$ cat config.mk
export PLATFORM = sky130hd
export DESIGN_NAME = game_step_sequencer
export DESIGN_NICKNAME = d
export VERILOG_FILES = /design/src/rtl/pacman_pkg.sv /design/src/rtl/game_step_sequencer.sv
export SDC_FILE = /design/constraint.sdc
export NUM_CORES = 1
export LEC_CHECK = 0
export ABC_CLOCK_PERIOD_IN_PS = 2100
export CAP_MARGIN = 10
export CORE_MARGIN = 2
export CORE_UTILIZATION = 50
export DETAILED_ROUTE_END_ITERATION = 16
export GPL_TIMING_DRIVEN = 0
export PLACE_DENSITY = 0.76
export SLEW_MARGIN = 20
export SYNTH_ARGS = -nofsm -noshare
export SYNTH_HDL_FRONTEND = slang
export SYNTH_SLANG_ARGS = --single-unit
$ cat constraint.sdc
create_clock -name Clk -period 2.1 [get_ports Clk]
set_clock_uncertainty 0.2 [all_clocks]
set_input_delay 0.525 -clock Clk [delete_from_list [all_inputs] [get_ports Clk]]
set_output_delay 0.525 -clock Clk [all_outputs]
set_load 0.03 [all_outputs]
$ cat src/rtl/pacman_pkg.sv
// pacman_pkg
//   Shared types for the game step logic.
//   dir_t        : keyboard / movement direction (0 up, 1 down, 2 left, 3 right)
//   step_state_t : phases of one game step in game_step_sequencer
//   idx_width()  : index width for a set of n items, never narrower than 1 bit
package pacman_pkg;

  typedef enum logic [1:0] {
    DIR_UP    = 2'd0,
    DIR_DOWN  = 2'd1,
    DIR_LEFT  = 2'd2,
    DIR_RIGHT = 2'd3
  } dir_t;

  typedef enum logic [2:0] {
    ST_IDLE  = 3'd0,
    ST_LATCH = 3'd1,
    ST_PAC   = 3'd2,
    ST_GHOST = 3'd3,
    ST_COLL  = 3'd4,
    ST_DONE  = 3'd5
  } step_state_t;

  function automatic int idx_width(input int n);
    return (n > 1) ? $clog2(n) : 1;
  endfunction

endpackage

$ cat src/rtl/game_step_sequencer.sv
// game_step_sequencer
//   Runs one game step per step_tick: snapshot direction, move Pac-Man, move each
//   ghost in turn, then check for a collision. Every phase is a req/done handshake
//   guarded by a watchdog so a stuck datapath block cannot freeze the game.
// Ports
//   Clk, Reset               clock, asynchronous active-high reset
//   step_tick, pause         step request pulse; level that holds off new steps
//   dir_in, dir_valid        keyboard direction and its qualifier
//   step_dir                 direction snapshot for the current step
//   pac_req/pac_done         Pac-Man move handshake
//   ghost_req/ghost_idx/ghost_done  ghost move handshake, one per ghost
//   coll_req/coll_done/collision    collision check handshake and result
//   death                    one-cycle pulse when a step ends in a collision
//   busy                     a step is in progress
//   step_count               completed steps (wrapping)
//   overrun, timeout_err     sticky error flags, cleared by clr_err
module game_step_sequencer
  import pacman_pkg::*;
#(
  parameter int NUM_GHOSTS     = 4,
  parameter int TIMEOUT_CYCLES = 1024,
  parameter int STEP_CNT_W     = 16
) (
  input  logic                               Clk,
  input  logic                               Reset,
  input  logic                               step_tick,
  input  logic                               pause,
  input  logic [1:0]                         dir_in,
  input  logic                               dir_valid,
  output logic [1:0]                         step_dir,
  output logic                               pac_req,
  input  logic                               pac_done,
  output logic                               ghost_req,
  output logic [idx_width(NUM_GHOSTS)-1:0]   ghost_idx,
  input  logic                               ghost_done,
  output logic                               coll_req,
  input  logic                               coll_done,
  input  logic                               collision,
  output logic                               death,
  output logic                               busy,
  output logic [STEP_CNT_W-1:0]              step_count,
  output logic                               overrun,
  output logic                               timeout_err,
  input  logic                               clr_err
);

  localparam int GI_W = idx_width(NUM_GHOSTS);
  localparam int WD_W = $clog2(TIMEOUT_CYCLES);
  localparam logic [GI_W-1:0] LAST_GHOST = GI_W'(NUM_GHOSTS - 1);
  localparam logic [WD_W-1:0] WD_LIMIT   = WD_W'(TIMEOUT_CYCLES - 1);

  step_state_t             state_r;
  step_state_t             state_s;
  dir_t                    dir_reg_r;
  dir_t                    step_dir_r;
  logic                    pending_r;
  logic                    coll_hit_r;
  logic [WD_W-1:0]         wd_r;
  logic [GI_W-1:0]         ghost_idx_r;
  logic [STEP_CNT_W-1:0]   step_count_r;
  logic                    overrun_r;
  logic                    timeout_r;

  logic req_active_s;
  logic phase_done_s;
  logic wd_expired_s;
  logic advance_s;
  logic timeout_set_s;
  logic overrun_set_s;
  logic start_s;

  // Handshake bookkeeping shared by the three request phases
  always_comb begin
    phase_done_s = 1'b0;
    case (state_r)
      ST_PAC:   phase_done_s = pac_done;
      ST_GHOST: phase_done_s = ghost_done;
      ST_COLL:  phase_done_s = coll_done;
      default:  phase_done_s = 1'b0;
    endcase
    req_active_s  = (state_r == ST_PAC) || (state_r == ST_GHOST) || (state_r == ST_COLL);
    wd_expired_s  = req_active_s && (wd_r == WD_LIMIT);
    // A watchdog expiry is treated exactly like the missing done
    advance_s     = req_active_s && (phase_done_s || wd_expired_s);
    timeout_set_s = wd_expired_s && !phase_done_s;
    start_s       = (state_r == ST_IDLE) && (step_tick || pending_r) && !pause;
    // A tick while busy is lost only if one step is already queued
    overrun_set_s = (state_r != ST_IDLE) && step_tick && pending_r;
  end

  // Next-state decode of the step sequence
  always_comb begin
    state_s = state_r;
    case (state_r)
      ST_IDLE:  if (start_s) state_s = ST_LATCH; else state_s = ST_IDLE;
      ST_LATCH: state_s = ST_PAC;
      ST_PAC:   if (advance_s) state_s = ST_GHOST; else state_s = ST_PAC;
      ST_GHOST: if (advance_s && (ghost_idx_r == LAST_GHOST)) state_s = ST_COLL;
                else state_s = ST_GHOST;
      ST_COLL:  if (advance_s) state_s = ST_DONE; else state_s = ST_COLL;
      ST_DONE:  state_s = ST_IDLE;
      default:  state_s = ST_IDLE;
    endcase
  end

  // State register
  always_ff @(posedge Clk or posedge Reset) begin
    if (Reset) state_r <= ST_IDLE;
    else       state_r <= state_s;
  end

  // Watchdog: restarts on every phase or ghost entry, counts while a req is up
  always_ff @(posedge Clk or posedge Reset) begin
    if (Reset)                          wd_r <= '0;
    else if (!req_active_s || advance_s) wd_r <= '0;
    else                                wd_r <= wd_r + WD_W'(1);
  end

  // Direction capture, step snapshot, ghost index, collision result, step counter
  always_ff @(posedge Clk or posedge Reset) begin
    if (Reset) begin
      dir_reg_r    <= DIR_UP;
      step_dir_r   <= DIR_UP;
      ghost_idx_r  <= '0;
      coll_hit_r   <= 1'b0;
      step_count_r <= '0;
    end else begin
      if (dir_valid) dir_reg_r <= dir_t'(dir_in);
      if (state_r == ST_LATCH) begin
        // Same-cycle dir_valid wins over the held direction
        step_dir_r  <= dir_valid ? dir_t'(dir_in) : dir_reg_r;
        ghost_idx_r <= '0;
      end
      if ((state_r == ST_GHOST) && advance_s && (ghost_idx_r != LAST_GHOST))
        ghost_idx_r <= ghost_idx_r + GI_W'(1);
      // A timed-out collision check never reports a hit
      if ((state_r == ST_COLL) && advance_s) coll_hit_r <= coll_done & collision;
      if (state_r == ST_DONE) step_count_r <= step_count_r + STEP_CNT_W'(1);
    end
  end

  // Single-entry step queue and sticky error flags (a set beats a clear)
  always_ff @(posedge Clk or posedge Reset) begin
    if (Reset) begin
      pending_r <= 1'b0;
      overrun_r <= 1'b0;
      timeout_r <= 1'b0;
    end else begin
      if (start_s)
        pending_r <= 1'b0;
      else if ((state_r != ST_IDLE) && step_tick)
        pending_r <= 1'b1;
      if (overrun_set_s) overrun_r <= 1'b1;
      else if (clr_err)  overrun_r <= 1'b0;
      if (timeout_set_s) timeout_r <= 1'b1;
      else if (clr_err)  timeout_r <= 1'b0;
    end
  end

  assign pac_req     = (state_r == ST_PAC);
  assign ghost_req   = (state_r == ST_GHOST);
  assign coll_req    = (state_r == ST_COLL);
  assign busy        = (state_r != ST_IDLE);
  assign death       = (state_r == ST_DONE) && coll_hit_r;
  assign step_dir    = step_dir_r;
  assign ghost_idx   = ghost_idx_r;
  assign step_count  = step_count_r;
  assign overrun     = overrun_r;
  assign timeout_err = timeout_r;

endmodule

==> impl_results.html <==
<table>
<tr><th>Metric</th><th>Value</th></tr>
<tr><th colspan="2">Layout</th></tr>
<tr><td>Nets@finish</td><td>236</td></tr>
<tr><td>Highest-count cells in the layout ignoring fill and taps</td><td>dfrtp_1 (37), dlygate4sd2_1 (22), nor2_1 (15), xnor2_1 (15), buf_4 (15)</td></tr>
<tr><td>FILL cells</td><td>about 280</td></tr>
<tr><td>Ratio of cells with drive above 1 in the final layout</td><td>around a fifth</td></tr>
<tr><td>Antenna diode instance count</td><td>0</td></tr>
<tr><td>Final std cell area, no fill</td><td>about 0.0024 mm2</td></tr>
<tr><td>Post-route insts no fill</td><td>approximately 270</td></tr>
<tr><td>Most common cell after layout, fill and taps aside</td><td>dfrtp_1</td></tr>
<tr><td>Area Growth Syn to Fin</td><td>32.8%</td></tr>
<tr><th colspan="2">Clock tree</th></tr>
<tr><td>CTS HTree Levels</td><td>2</td></tr>
<tr><td>CTS tree</td><td>built</td></tr>
<tr><td>Clk root buf</td><td>clkbuf_4</td></tr>
<tr><td>Number of clock sinks</td><td>39</td></tr>
<tr><td>Clock latency reported for the late side of the worst-skew pair</td><td>about 350 ps</td></tr>
<tr><td>CTS clock-pin slew for the worst setup and hold paths</td><td>between 100 and 150 ps</td></tr>
<tr><td>Number of buffers created by CTS</td><td>5</td></tr>
<tr><td>Number of hold buffers added after cts</td><td>0</td></tr>
<tr><td>Buffers from clock root to sink, at most</td><td>2</td></tr>
<tr><th colspan="2">Place</th></tr>
<tr><td>Placed cell count</td><td>~250</td></tr>
<tr><td>Weighted congestion at the end of routability-driven global placement</td><td>a little over 0.8</td></tr>
<tr><td>Port bufs</td><td>38</td></tr>
<tr><td>Placed Area</td><td>0.00228 mm2</td></tr>
<tr><td>Setup WS pre-CTS</td><td>-381 ps</td></tr>
<tr><td>Dpl hpwl</td><td>about 2700 um</td></tr>
<tr><th colspan="2">STA</th></tr>
<tr><td>Final count of hold timing violations</td><td>0</td></tr>
<tr><td>Slew at the pin closest to its max-slew limit</td><td>roughly 420 ps</td></tr>
<tr><td>Min setup slack post-route</td><td>-53.1 ps</td></tr>
<tr><td>Time the final worst path needs with I/O delays and setup</td><td>2150 ps</td></tr>
<tr><td>RSZ-0062 raised after global routing</td><td>true</td></tr>
<tr><td>Max-slew violation count</td><td>0</td></tr>
<tr><td>Final setup violating endpoints</td><td>2</td></tr>
<tr><td>Accumulated negative setup slack</td><td>-91.3 ps</td></tr>
<tr><td>Worst-case headroom to the max-slew limit</td><td>around 72%</td></tr>
<tr><td>Fmax</td><td>464 MHz</td></tr>
<tr><td>Ratio of final minimum period to clock period</td><td>103%</td></tr>
<tr><td>Final hold slack</td><td>slightly above 200 ps</td></tr>
<tr><th colspan="2">Critical path</th></tr>
<tr><td>Endpoint required time on the critical path</td><td>about 1400 ps</td></tr>
<tr><td>CP arrival</td><td>1430 ps</td></tr>
<tr><td>Crit path launch type</td><td>flop</td></tr>
<tr><td>Largest fanout of any net on the critical path</td><td>7</td></tr>
<tr><td>Critical setup path kind</td><td>reg2out</td></tr>
<tr><td>Endpoint class of the critical path</td><td>primary output</td></tr>
<tr><td>FF-to-FF setup slack</td><td>~100 ps</td></tr>
<tr><th colspan="2">Detailed routing</th></tr>
<tr><td>Number of routed nets with antenna violations</td><td>0</td></tr>
<tr><td>Aggregate routed wire length</td><td>3850 um</td></tr>
<tr><td>Ratio of routed vias to standard cells</td><td>5.32</td></tr>
<tr><td>Number of remaining DRC errors</td><td>0</td></tr>
<tr><td>Drt first-iter violations</td><td>between 60 and 70</td></tr>
<tr><td>Detailed-router iteration count before antenna repair</td><td>4</td></tr>
<tr><td>Wire length per cell after detailed routing</td><td>14.4 um</td></tr>
<tr><td>Via count of the routed design</td><td>about 1.4k</td></tr>
<tr><th colspan="2">Synth</th></tr>
<tr><td>Syn Area/Cell</td><td>about 11 um2</td></tr>
<tr><td>Sequential cell area fraction in the yosys report</td><td>a little over half</td></tr>
<tr><td>Ys Warns</td><td>0</td></tr>
<tr><td>Synthesized area</td><td>0.00183 mm2</td></tr>
<tr><td>Total nets after synthesis</td><td>178</td></tr>
<tr><td>Mapped Cells</td><td>approximately 160</td></tr>
<tr><td>Flip-flop and latch count after synthesis</td><td>39</td></tr>
<tr><td>Post-synthesis cell type count</td><td>37</td></tr>
<tr><th colspan="2">Floorplan</th></tr>
<tr><td>Die Ht</td><td>between 60 and 70 um</td></tr>
<tr><td>Count of pins on the block boundary</td><td>39</td></tr>
<tr><td>Die Outline Area</td><td>roughly 0.0042 mm2</td></tr>
<tr><td>DIE WIDTH</td><td>~64 um</td></tr>
<tr><td>Initial cell density of the core</td><td>53.5%</td></tr>
<tr><td>Row count</td><td>21</td></tr>
<tr><td>Area of the placeable core</td><td>~0.0034 mm2</td></tr>
<tr><th colspan="2">Global routing</th></tr>
<tr><td>Overall overflow remaining after global route</td><td>0</td></tr>
<tr><td>Global router's overall resource usage</td><td>a little under a fifth</td></tr>
<tr><td>Routing usage on met3</td><td>under 10%</td></tr>
<tr><td>Number of antenna violations at the first check in global routing</td><td>0</td></tr>
<tr><td>Wire length of the first global-routing pass</td><td>5910 um</td></tr>
<tr><td>Met2 track demand over resource in global routing</td><td>approximately a third</td></tr>
<tr><td>Met1 track demand over resource</td><td>21.2%</td></tr>
<tr><td>Busiest grt layer</td><td>met2</td></tr>
<tr><td>Vias in the first global route</td><td>around 1.4k</td></tr>
<tr><td>Maximum number of pins on one net before global-route repair</td><td>30</td></tr>
<tr><th colspan="2">Power and ir drop</th></tr>
<tr><td>Combinational cell fraction of total power</td><td>38.0%</td></tr>
<tr><td>Switching power as a share of total power</td><td>a little under two fifths</td></tr>
<tr><td>Sw Pwr</td><td>approximately 0.8 mW</td></tr>
<tr><td>Worst vdd ir</td><td>755 uV</td></tr>
<tr><td>Standby leakage power</td><td>around 1.2 nW</td></tr>
<tr><td>Sequential share of power</td><td>between 40% and 50%</td></tr>
<tr><td>Proportion of power drawn by the clock network</td><td>17.7%</td></tr>
<tr><td>Power density normalized to cell area</td><td>between 800 and 900 mW/mm2</td></tr>
<tr><td>Internal power contribution</td><td>approximately 1.3 mW</td></tr>
<tr><th colspan="2">Hold path</th></tr>
<tr><td>Hold crit path type</td><td>in2async</td></tr>
<tr><th colspan="2">Job</th></tr>
<tr><td>Max-capacitance violation count</td><td>0</td></tr>
<tr><th colspan="2">Outcome</th></tr>
<tr><td>Violated checks</td><td>setup timing</td></tr>
<tr><td>Status</td><td>finished with violations</td></tr>
</table>
[worst max-delay path: stages (launching register included)]
cell and delay (ps):
dfrtp_2 450, buf_6 150, or3_4 330, buf_6 150
[worst paths after layout]
path	from	cells past startpoint	endpoint
worst min register to register	step_count[15]	1	step_count[15]
worst max-delay path	state_r[1]	3	busy
max in group asynchronous	Reset	3	state_r[2]
worst max register to register	state_r[2]	8	wd_r[5]
worst min-delay path	Reset	2	step_count[3]
min in group Clk	step_count[15]	1	step_count[15]
[power by group through the flow]
stage | Sequential, mW | Clock (mW) | Combinational, mW
after floorplan | 1.04 | 0 | 0.396
after global placement | 0.950 | 0 | 0.719
after detailed placement | 0.959 | 0 | 0.750
after CTS | 0.944 | 0.388 | 0.728
after global routing | 0.957 | 0.422 | 0.868
final | 0.942 | 0.377 | 0.809
[layout make-up]
cell class | count | area, um2 | share of cell area (%)
clock buffers | 5 | 37.5 | 1.55
inverters | 8 | 30.0 | 1.24
well taps | 46 | 57.6 | 2.37
flip-flops and latches | 39 | 978 | 40.3
repair buffers | 51 | 458 | 18.9
multi-input cells | 112 | 806 | 33.2
clock inverters | 3 | 20.0 | 0.825
plain buffers | 4 | 38.8 | 1.60
[stage by stage]
stage	util [%]	power (mW)
6_report	71.0	2.13
5_1_grt	71.0	2.25
3_5_place_dp	66.9	1.71
3_3_place_gp	66.3	1.67
2_1_floorplan	-	1.44
4_1_cts	68.2	2.06
[cells in the mapped netlist]
| master | instances | area share [%] |
|---|---|---|
| a31o_2 | 1 | 0.48 |
| a32o_1 | 1 | 0.55 |
| a32oi_1 | 2 | 0.96 |
| a41oi_1 | 1 | 0.48 |
| and2_1 | 2 | 0.68 |
| and3_1 | 4 | 1.4 |
| and4_1 | 4 | 1.9 |
| buf_2 | 1 | 0.27 |
| buf_4 | 2 | 0.82 |
| buf_6 | 1 | 0.62 |
| dfrtp_1 | 39 | 53 |
| ha_1 | 3 | 2.1 |
| inv_1 | 8 | 1.6 |
| mux2_2 | 4 | 2.5 |
| mux2i_1 | 2 | 1.1 |
| nand2_1 | 11 | 2.3 |
| nand2b_1 | 2 | 0.68 |
| nand3_1 | 9 | 2.5 |
| nand3b_1 | 1 | 0.41 |
| nand4_1 | 7 | 2.4 |
| nand4b_1 | 1 | 0.48 |
| nor2_1 | 16 | 3.3 |
| nor3_4 | 1 | 0.89 |
| nor3b_2 | 1 | 0.68 |
| nor3b_4 | 1 | 1.0 |
| o2111ai_1 | 1 | 0.48 |
| o211a_1 | 1 | 0.55 |
| o21a_1 | 1 | 0.41 |
| o21ai_0 | 5 | 1.4 |
| o22ai_1 | 1 | 0.34 |
| o2bb2ai_1 | 1 | 0.48 |
| o31ai_1 | 2 | 0.82 |
| or2_1 | 1 | 0.34 |
| or2b_1 | 1 | 0.41 |
| or3_1 | 1 | 0.34 |
| xnor2_1 | 15 | 7.2 |
| xor2_1 | 8 | 3.8 |
[repair_timing]
action	CTS	global route
buffers inserted	2	10
pin swaps	0	3
resized for setup	57	6
setup endpoints to repair	27	4
[state kept, by name (all words and copies together) (netlist names)]
register     cells
step_dir         2
coll_hit_r       1
ghost_idx        2
pending_r        1
overrun          1
step_count      16
state_r          3
wd_r            10
timeout_err      1
dir_reg_r        2
[cells by family after synthesis]
group	share of synthesized area, %
AND/OR/NAND/NOR	19.7
flip-flops	53.4
XOR/XNOR	11.0
AO/OA/AOI/OAI	6.92
buffers and inverters	3.36
multiplexers	3.56
adder cells (fa/ha/maj)	2.06
[metal layers]
layer | up-vias | wire [um]
li1 | 686 | -
met1 | 698 | 1570
met2 | 34 | 2030
met3 | 9 | 163
met4 | 0 | 90
met5 | - | 0
(Power assumes the default switching activity.)
